$ cat config.mk
export PLATFORM = sky130hd
export DESIGN_NAME = aftab_trap_sequencer
export DESIGN_NICKNAME = d
export VERILOG_FILES = /design/src/rtl/aftab_trap_pkg.sv /design/src/rtl/aftab_trap_vector_calc.sv /design/src/rtl/aftab_trap_sequencer.sv
export SDC_FILE = /design/constraint.sdc
export NUM_CORES = 1
export LEC_CHECK = 0
export CAP_MARGIN = 30
export CORE_MARGIN = 2
export CORE_UTILIZATION = 40
export CTS_CLUSTER_SIZE = 25
export DETAILED_ROUTE_END_ITERATION = 8
export PLACE_DENSITY = 0.68
export RECOVER_POWER = 25
export SLEW_MARGIN = 0
export SYNTH_ARGS = -nofsm -noshare
export SYNTH_HDL_FRONTEND = slang
export SYNTH_SLANG_ARGS = --single-unit
export TNS_END_PERCENT = 30
$ cat constraint.sdc
create_clock -name clk -period 4.6 [get_ports clk]
set_input_delay 0.46 -clock clk [delete_from_list [all_inputs] [get_ports clk]]
set_output_delay 0.46 -clock clk [all_outputs]
set_load 0.01 [all_outputs]
$ cat src/rtl/aftab_trap_pkg.sv
// Shared definitions for the AFTAB trap sequencer: FSM state encoding,
// CSR addresses for the machine and user banks, status bit positions and
// the vectored tvec mode encoding.
package aftab_trap_pkg;

    typedef enum logic [3:0] {
        IDLE,
        DELEG,
        WR_EPC,
        WR_CAUSE,
        WR_TVAL,
        RD_STATUS,
        WR_STATUS,
        RD_TVEC,
        LOAD_PC,
        RET_RD_EPC,
        RET_RD_STATUS,
        RET_WR_STATUS,
        RET_LOAD_PC
    } trapStateT;

    // Machine bank CSR addresses
    localparam logic [11:0] M_EPC    = 12'h341;
    localparam logic [11:0] M_CAUSE  = 12'h342;
    localparam logic [11:0] M_TVAL   = 12'h343;
    localparam logic [11:0] M_STATUS = 12'h300;
    localparam logic [11:0] M_TVEC   = 12'h305;

    // User bank CSR addresses
    localparam logic [11:0] U_EPC    = 12'h041;
    localparam logic [11:0] U_CAUSE  = 12'h042;
    localparam logic [11:0] U_TVAL   = 12'h043;
    localparam logic [11:0] U_STATUS = 12'h000;
    localparam logic [11:0] U_TVEC   = 12'h005;

    // Status register bit positions
    localparam int MIE    = 3;
    localparam int MPIE   = 7;
    localparam int MPP_LO = 11;
    localparam int MPP_HI = 12;
    localparam int UIE    = 0;
    localparam int UPIE   = 4;

    localparam logic [1:0] TVEC_VECTORED = 2'b01;
    localparam logic [1:0] PRV_MACHINE   = 2'b11;

    function automatic logic [11:0] bankAddr(input logic bankM,
                                             input logic [11:0] mAddr,
                                             input logic [11:0] uAddr);
        return bankM ? mAddr : uAddr;
    endfunction

endpackage

$ cat src/rtl/aftab_trap_vector_calc.sv
// Trap target computation from the tvec CSR and the latched cause.
//   tvec   : tvec CSR value (mode in bits 1:0)
//   cause  : trap cause, bit len-1 set for interrupts
//   pcNext : base address, or base + 4*cause for vectored interrupts
module aftab_trap_vector_calc
    import aftab_trap_pkg::*;
#(
    parameter int len = 32
) (
    input  logic [len-1:0] tvec,
    input  logic [len-1:0] cause,
    output logic [len-1:0] pcNext
);

    logic [len-1:0] base;
    logic [len-1:0] offset;

    always_comb begin
        base   = {tvec[len-1:2], 2'b00};
        // Shifting left by two drops the interrupt flag, leaving the
        // exception code scaled to a word offset; the sum wraps naturally.
        offset = cause << 2;
        if (tvec[1:0] == TVEC_VECTORED && cause[len-1]) begin
            pcNext = base + offset;
        end else begin
            pcNext = base;
        end
    end

endmodule

$ cat src/rtl/aftab_trap_sequencer.sv
// Trap entry / trap return sequencer for the AFTAB interrupt datapath.
// Accepts a trap, mret or uret at an instruction boundary, walks the CSR
// file through a fixed read/write order, then loads the new PC and switches
// privilege.
//   Inputs : instrBoundary, exceptionRaise, interruptRaise, mretDetect,
//            uretDetect, causeCode, trapValue, curPC, curPRV,
//            delegationMode (valid the cycle after ldDelegation),
//            csrRdData (valid the cycle after csrRdEn)
//   Outputs: ldDelegation, ldMachine, ldUser, csrAddr, csrWrEn, csrRdEn,
//            csrWrData, pcLoad, pcNext, busy, trapDone
module aftab_trap_sequencer
    import aftab_trap_pkg::*;
#(
    parameter int len = 32
) (
    input  logic           clk,
    input  logic           rst,
    input  logic           instrBoundary,
    input  logic           exceptionRaise,
    input  logic           interruptRaise,
    input  logic           mretDetect,
    input  logic           uretDetect,
    input  logic [len-1:0] causeCode,
    input  logic [len-1:0] trapValue,
    input  logic [len-1:0] curPC,
    input  logic [1:0]     curPRV,
    input  logic [1:0]     delegationMode,
    input  logic [len-1:0] csrRdData,
    output logic           ldDelegation,
    output logic           ldMachine,
    output logic           ldUser,
    output logic [11:0]    csrAddr,
    output logic           csrWrEn,
    output logic           csrRdEn,
    output logic [len-1:0] csrWrData,
    output logic           pcLoad,
    output logic [len-1:0] pcNext,
    output logic           busy,
    output logic           trapDone
);

    trapStateT      state;
    logic           bankM;
    logic           retMachine;
    logic [len-1:0] causeL;
    logic [len-1:0] tvalL;
    logic [len-1:0] pcL;
    logic [len-1:0] epcL;
    logic [1:0]     prvL;
    logic [len-1:0] vecPC;

    function automatic logic [len-1:0] entryStatus(input logic [len-1:0] s,
                                                   input logic bm,
                                                   input logic [1:0] prv);
        logic [len-1:0] r;
        r = s;
        if (bm) begin
            r[MPIE]          = s[MIE];
            r[MIE]           = 1'b0;
            r[MPP_HI:MPP_LO] = prv;
        end else begin
            r[UPIE] = s[UIE];
            r[UIE]  = 1'b0;
        end
        return r;
    endfunction

    function automatic logic [len-1:0] retStatus(input logic [len-1:0] s,
                                                 input logic bm);
        logic [len-1:0] r;
        r = s;
        if (bm) begin
            r[MIE]           = s[MPIE];
            r[MPIE]          = 1'b1;
            r[MPP_HI:MPP_LO] = 2'b00;
        end else begin
            r[UIE]  = s[UPIE];
            r[UPIE] = 1'b1;
        end
        return r;
    endfunction

    // tvec arrives on csrRdData during LOAD_PC
    aftab_trap_vector_calc #(.len(len)) uVec (
        .tvec   (csrRdData),
        .cause  (causeL),
        .pcNext (vecPC)
    );

    always_ff @(posedge clk or posedge rst) begin
        if (rst) begin
            state      <= IDLE;
            bankM      <= 1'b0;
            retMachine <= 1'b0;
            causeL     <= '0;
            tvalL      <= '0;
            pcL        <= '0;
            epcL       <= '0;
            prvL       <= 2'b00;
        end else begin
            case (state)
                IDLE: begin
                    if (instrBoundary) begin
                        // Exception and interrupt share one path: the
                        // checker has already chosen the cause to report.
                        if (exceptionRaise || interruptRaise) begin
                            causeL <= causeCode;
                            tvalL  <= trapValue;
                            pcL    <= curPC;
                            prvL   <= curPRV;
                            state  <= DELEG;
                        end else if (mretDetect) begin
                            bankM <= 1'b1;
                            state <= RET_RD_EPC;
                        end else if (uretDetect) begin
                            bankM <= 1'b0;
                            state <= RET_RD_EPC;
                        end
                    end
                end
                DELEG: begin
                    bankM <= (delegationMode == PRV_MACHINE);
                    state <= WR_EPC;
                end
                WR_EPC:    state <= WR_CAUSE;
                WR_CAUSE:  state <= WR_TVAL;
                WR_TVAL:   state <= RD_STATUS;
                RD_STATUS: state <= WR_STATUS;
                WR_STATUS: state <= RD_TVEC;
                RD_TVEC:   state <= LOAD_PC;
                LOAD_PC:   state <= IDLE;
                RET_RD_EPC: state <= RET_RD_STATUS;
                RET_RD_STATUS: begin
                    epcL  <= csrRdData;
                    state <= RET_WR_STATUS;
                end
                RET_WR_STATUS: begin
                    // Only mret can return to machine mode, via the old MPP
                    retMachine <= bankM && (csrRdData[MPP_HI:MPP_LO] == PRV_MACHINE);
                    state      <= RET_LOAD_PC;
                end
                RET_LOAD_PC: state <= IDLE;
                default:     state <= IDLE;
            endcase
        end
    end

    // Outputs decode from the state register; status and tvec read data
    // are consumed combinationally in the cycle they become valid.
    always_comb begin
        ldDelegation = 1'b0;
        ldMachine    = 1'b0;
        ldUser       = 1'b0;
        csrAddr      = 12'h000;
        csrWrEn      = 1'b0;
        csrRdEn      = 1'b0;
        csrWrData    = '0;
        pcLoad       = 1'b0;
        pcNext       = '0;
        busy         = (state != IDLE);
        trapDone     = 1'b0;
        case (state)
            IDLE: ldDelegation = !rst && instrBoundary && (exceptionRaise || interruptRaise);
            WR_EPC: begin
                csrWrEn   = 1'b1;
                csrAddr   = bankAddr(bankM, M_EPC, U_EPC);
                csrWrData = pcL;
            end
            WR_CAUSE: begin
                csrWrEn   = 1'b1;
                csrAddr   = bankAddr(bankM, M_CAUSE, U_CAUSE);
                csrWrData = causeL;
            end
            WR_TVAL: begin
                csrWrEn   = 1'b1;
                csrAddr   = bankAddr(bankM, M_TVAL, U_TVAL);
                csrWrData = tvalL;
            end
            RD_STATUS: begin
                csrRdEn = 1'b1;
                csrAddr = bankAddr(bankM, M_STATUS, U_STATUS);
            end
            WR_STATUS: begin
                csrWrEn   = 1'b1;
                csrAddr   = bankAddr(bankM, M_STATUS, U_STATUS);
                csrWrData = entryStatus(csrRdData, bankM, prvL);
            end
            RD_TVEC: begin
                csrRdEn = 1'b1;
                csrAddr = bankAddr(bankM, M_TVEC, U_TVEC);
            end
            LOAD_PC: begin
                pcLoad    = 1'b1;
                trapDone  = 1'b1;
                pcNext    = vecPC;
                ldMachine = bankM;
                ldUser    = !bankM;
            end
            RET_RD_EPC: begin
                csrRdEn = 1'b1;
                csrAddr = bankAddr(bankM, M_EPC, U_EPC);
            end
            RET_RD_STATUS: begin
                csrRdEn = 1'b1;
                csrAddr = bankAddr(bankM, M_STATUS, U_STATUS);
            end
            RET_WR_STATUS: begin
                csrWrEn   = 1'b1;
                csrAddr   = bankAddr(bankM, M_STATUS, U_STATUS);
                csrWrData = retStatus(csrRdData, bankM);
            end
            RET_LOAD_PC: begin
                pcLoad    = 1'b1;
                trapDone  = 1'b1;
                pcNext    = epcL;
                ldMachine = retMachine;
                ldUser    = !retMachine;
            end
            default: ;
        endcase
    end

endmodule

After elaboration in Yosys (flattened, before gate mapping)
Cells that the tools add are included.
Cells by class
  reduce and logical (&&, ||, !) cells: 19
  muxes and demuxes: 35
  add/sub/neg operators: 1
  eq/ne operators: 19
Operators by type and width (count)
  $pmux W32 S5: 1
  $pmux W32 S2: 1
  $mux W10: 5
  $pmux W10 S5: 1
  $pmux W4 S11: 1
  $add A32 B32 Y32: 1
  $mux W32: 1
  $eq A4 B4 Y1 const B: 5
  $eq A4 B3 Y1 const B: 4
  $mux W1: 16
  $mux W4: 4
  $eq A4 B2 Y1 const B: 2
  $reduce_or A4 Y1: 2
  $pmux W1 S2: 3
  $reduce_or A5 Y1: 1
  $eq A2 B2 Y1 const B: 2
  $eq A4 B1 Y1 const B: 1
  $logic_and A1 B1 Y1: 4
  $logic_not A4 Y1: 1
  $mux W2: 2
  $ne A2 B2 Y1 const B: 2
  $ne A4 B4 Y1 const B: 1
  $reduce_and A4 Y1: 1
  $reduce_bool A4 Y1: 1
  other kinds (8): 11
Word-level totals
  output and inout bits: 84
  flip-flop bits (word level): 136
  word-level logic and storage cells: 82

Longest topological paths before layout
Gate-level depths: netlist (run 1).
  word-level depth: 5
  gate-level depth with buffers: 13

By module
A second synthesis (run 1) with hierarchy kept.
Second synthesis, totals
  cells, all modules: 815
  area, all modules: 8672.1 um^2
Modules (own cells, without submodules)
  aftab_trap_sequencer: times used 1, area an instance 6781.5 um^2, cells an instance 527, sequential area each 3403.3 um^2
  aftab_trap_vector_calc: times used 1, area an instance 1890.6 um^2, cells an instance 288, sequential area each 0.0 um^2

Worst setup path after synthesis (run 1)
OpenSTA, ideal clock, no wires.
  path type: input port to output port
  start: in rst
  end: out ldDelegation
  cell stages on the path: 2
  required time: 4.140 ns
  data arrival time: 3.718 ns
  path slack: 0.422 ns
  path through: inv_1 > and2_1
Between the ends
  word-level cells in the longest chain between the ends: 4
RTL lines
  start: declaration: line aftab_trap_sequencer.sv:17  | input logic rst,
  $logic_not A1 Y1: line aftab_trap_sequencer.sv:163  | IDLE: ldDelegation = !rst && instrBoundary && (exceptionRaise || interruptRaise);
  $logic_and A1 B1 Y1 (2 in series): line aftab_trap_sequencer.sv:163
  $mux W1: line aftab_trap_sequencer.sv:162  | case (state)
  end: declaration: line aftab_trap_sequencer.sv:29  | output logic ldDelegation,
No other way between the ends.

Final worst setup path (run 1)
  start: in csrRdData[3]
  end: out pcNext[31]
Between the ends
  word-level cells in the longest chain between the ends: 3
RTL lines
  start: declaration: line aftab_trap_sequencer.sv:28  | input logic [len-1:0] csrRdData,
  $add A32 B32 Y32: line aftab_trap_vector_calc.sv:24  | pcNext = base + offset;
  $mux W32: line aftab_trap_vector_calc.sv:23  | if (tvec[1:0] == TVEC_VECTORED && cause[len-1]) begin
  $pmux W32 S2: line aftab_trap_sequencer.sv:162
  end: declaration: line aftab_trap_sequencer.sv:37  | output logic [len-1:0] pcNext,
No other way between the ends.

==> impl_metrics.yaml, run 1 <==
run_status:
  status: "finished with violations"
  failed_checks: "max-capacitance violations, max-slew violations"
synth:
  ys_async_sr_fraction: 1.000
  syn_inst: 824
  syn_area_um2: 8208
  syn_area_per_cell_um2: 9.961
  synth-main-ff-cell: "dfrtp_1"
  yosys_warnings: 0
  ys_ff_latch: 136
  synth_cell_type_count: 61
  yosysSeqAreaShare: 0.4146
  synth_edf_count: 0
final_layout:
  num-nets-final: 1192
  area_delta_synth_final_pct: 36.71
  drive_gt1_frac: 0.1961
  diodes: 0
  fin_cells: 1305
power:
  p_leak_uw: 0.004675
  p_per_area_nw_per_um2: 658.8
  ir_worst_vdd_uv: 321.3
timing:
  fmax_mhz: 228.5
  maxSlewHeadroom: -0.2714
  slew_violations: 106
  timing.clock.skew_ns: 0.01249
  fin_tns_setup_ns: 0
  period_share: 0.9516
  worstMarginPinSlew_ns: 1.907
  min_period_ns: 4.377
  rsz0062_at_grt: "false"
  finalSetupViolCount: 0
  finalHoldViolCount: 0
global_route:
  grt_pass1_vias: 7369
  antenna_found_initial: 0
  grt_max_degree: 68
  grt_pass1_wl_um: 40030
  grt_usage: 0.2335
  grt_overflow: 0
floorplan:
  rows: 52
  fp.dieW_um: 147.2
  core_area_um2: 20170
  io-pin-count: 223
  dieArea_um2: 21680
  start_util: 0.4069
  die_h_um: 147.2
routing:
  vias: 7276
  first_iter_violations: 492
  wl_per_cell_um: 18.89
  routed_wl_um: 24650
  drc: 0
  dr.pass1.iters: 8
  post_drt_via_cell_ratio: 5.575
  final_antenna_net_count: 0
clock_tree:
  cts_tree: "done"
  insertion_delay_ns: 0.43
  cts_setup_buffers: 0
  clkTransAtPathRegs_ns: 0.06
  cts.sinks: 136
  cts_hold_buf: 0
  cts_buffers: 17
  cts_buffer_depth: 2
  clock-root-buffer: "clkbuf_16"
  cts_resized: 0
  cts_max_level: 4
placed_design:
  dp.cells: 1274
  globalplace.congestion: 0.8533
  portBuffers: 216
  dp_hpwl_um: 17400
critical_path:
  cp_slowest_cell: "clkdlybuf4s50_1"
  start_kind: "input port"
  crit_path_max_incr_delay_ns: 0.57
  crit_fanout: 6
  required_ns: 4.14
  cp-end-kind: "primary output"
  arrival_ns: 3.92
  criticalPathCategory: "input port to primary output"
  path_cells: "clkdlybuf4s50_1, ha_1, a211oi_2, o21ai_1, nand3_1, o21bai_4, a21oi_2, o21ai_1, a21oi_1, xnor2_1, mux2_1, nor3_2, clkdlybuf4s50_1"
  reg2regPathDepth: 5
job:
  max_cap_violations: 2
worst_hold_path:
  hold_class: "flip-flop to flip-flop"
  min_path_cells: 1
power by group:
part	leakage, uW	internal [uW]	switching, uW
clock	0.000293	862	550
sequential	0.00164	1800	437
combinational	0.00274	1920	1830
cells in the final DEF (no fill, tap or decap), drive strengths merged, types with 3 or more instances in the layout:
cell type,instances
nand3,10
clkbuf,22
o211ai,7
inv,10
nand4,3
clkdlybuf4s50,214
or3,7
o22ai,4
and3,9
a21o,9
a22oi,4
nor2,42
ha,29
nor3,11
o21ai,44
a31oi,5
and2,3
nand2,118
o21a,3
xor2,6
mux2,130
a211oi,8
buf,13
nor2b,3
xnor2,19
a21oi,72
or2,5
clkinv,8
conb,6
dfrtp,136
o21bai,4
a222oi,28
bufinv,3
nand2b,8
worst max-delay path: cells and delay by family:
kind                       cells  cell delay, ns
buffers and inverters          2            1.09
xor gates and xnor gates       1            0.14
AOI/OAI and AO/OA              6            1.06
muxes                          1            0.35
and+or+nand+nor                2            0.43
adders and majority gates      1            0.37
registers in the layout, summed over array words and instances, names as in the netlist:
signal,flops
tvalL,32
epcL,32
causeL,32
bankM,1
pcL,32
retMachine,1
state,4
prvL,2
layer usage:
metal,GRT usage,part of all wire
met5,0,0
met4,0.08221,0.023
met3,0.05062,0.060
met2,0.3762,0.47
met1,0.3121,0.45
final cells by class:
type / instances / area [um^2]
clock inverters: 12 / 152.6
well taps: 270 / 337.8
multi-input cells: 625 / 4552
repair buffers: 232 / 2288
fillers: 1773 / 8949
clock buffers: 19 / 442.9
inverters: 11 / 42.54
flip-flops and latches: 136 / 3405
cell usage after synthesis, types with 2 or more instances:
master    count  area (um^2)
nand2b_1      8        50.05
xor2_1        6        52.55
o211ai_1      7        52.55
nand2_1     117        439.2
xnor2_1      19        166.4
or3_1         7        43.79
a32oi_1       2        17.52
or2_2         5        31.28
nand4_1       3        18.77
and4_1        2        17.52
buf_4         8        60.06
mux2i_1       2        20.02
o21ai_0      38        190.2
a21oi_1      68        340.3
clkbuf_1     34        127.6
nand3_1      10        50.05
a211oi_1      4        30.03
o21bai_1      3        22.52
a21o_1        9        67.56
nor2_1       42        157.7
a211oi_2      3        37.54
a31oi_1       5        31.28
o22ai_1       4        25.02
buf_1         2        7.510
o21ai_1       5        25.02
nor2b_1       3        18.77
nor4_1        2        12.51
nand3b_1      2        15.01
buf_2        13        65.06
and3_1        9        56.30
a21oi_2       4        35.03
inv_1        11        41.29
ha_1         29        362.9
o21a_1        3        22.52
nor3_1       10        50.05
and2_1        3        18.77
a22oi_1       4        30.03
a21boi_0      2        15.01
a222oi_1     28        280.3
dfrtp_1     136         3403
o31ai_1       2        15.01
a221o_1       2        20.02
mux2_2      129         1453
a311oi_1      2        17.52
cells by family after synthesis:
logic type | synth area share
AOI/OAI and AO/OA | 0.1716
xor gates and xnor gates | 0.02668
muxes | 0.1808
other | 0.0004569
buffers and inverters | 0.03674
and+or+nand+nor | 0.1224
adders and majority gates | 0.04665
DFF | 0.4146
stage by stage:
| step | utilization | total power, uW | hold slack, ns | setup slack (ns) | cell area [um^2] |
|---|---|---|---|---|---|
| 6_report | 0.5563 | 7392 | 0.4981 | 0.2228 | 11220 |
| 4_1_cts | 0.5565 | 7419 | 0.3300 | 0.02061 | 11220 |
| 3_5_place_dp | 0.5269 | 5976 | 0.4904 | 0.05547 | 10630 |
| 3_3_place_gp | 0.5269 | 5914 | 0.4826 | 0.1072 | 10630 |
| 2_1_floorplan | - | 4614 | 0.4654 | 0.4219 | 8227 |
| 5_1_grt | 0.5563 | 7903 | 0.5089 | 0.007402 | 11220 |
path summary, 6_finish.rpt:
kind / start / endpoint / slack (ns)
min in group asynchronous: rst / pcL[7] / 0.65
setup / recovery: csrRdData[3] / pcNext[31] / 0.22
max in group asynchronous: rst / epcL[22] / 1.84
hold reg to reg: epcL[14] / epcL[14] / 0.50
hold / removal: epcL[14] / epcL[14] / 0.50
setup reg to reg: state[3] / tvalL[16] / 1.37
Note: power is estimated with default switching activity, not from simulation.
==> run 2: changes to the inputs <==
Settings changed: SLEW_MARGIN 0 to 10.
==> results of run 2 <==
No change in the layout: final DEF, timing and power equal those of run 1.
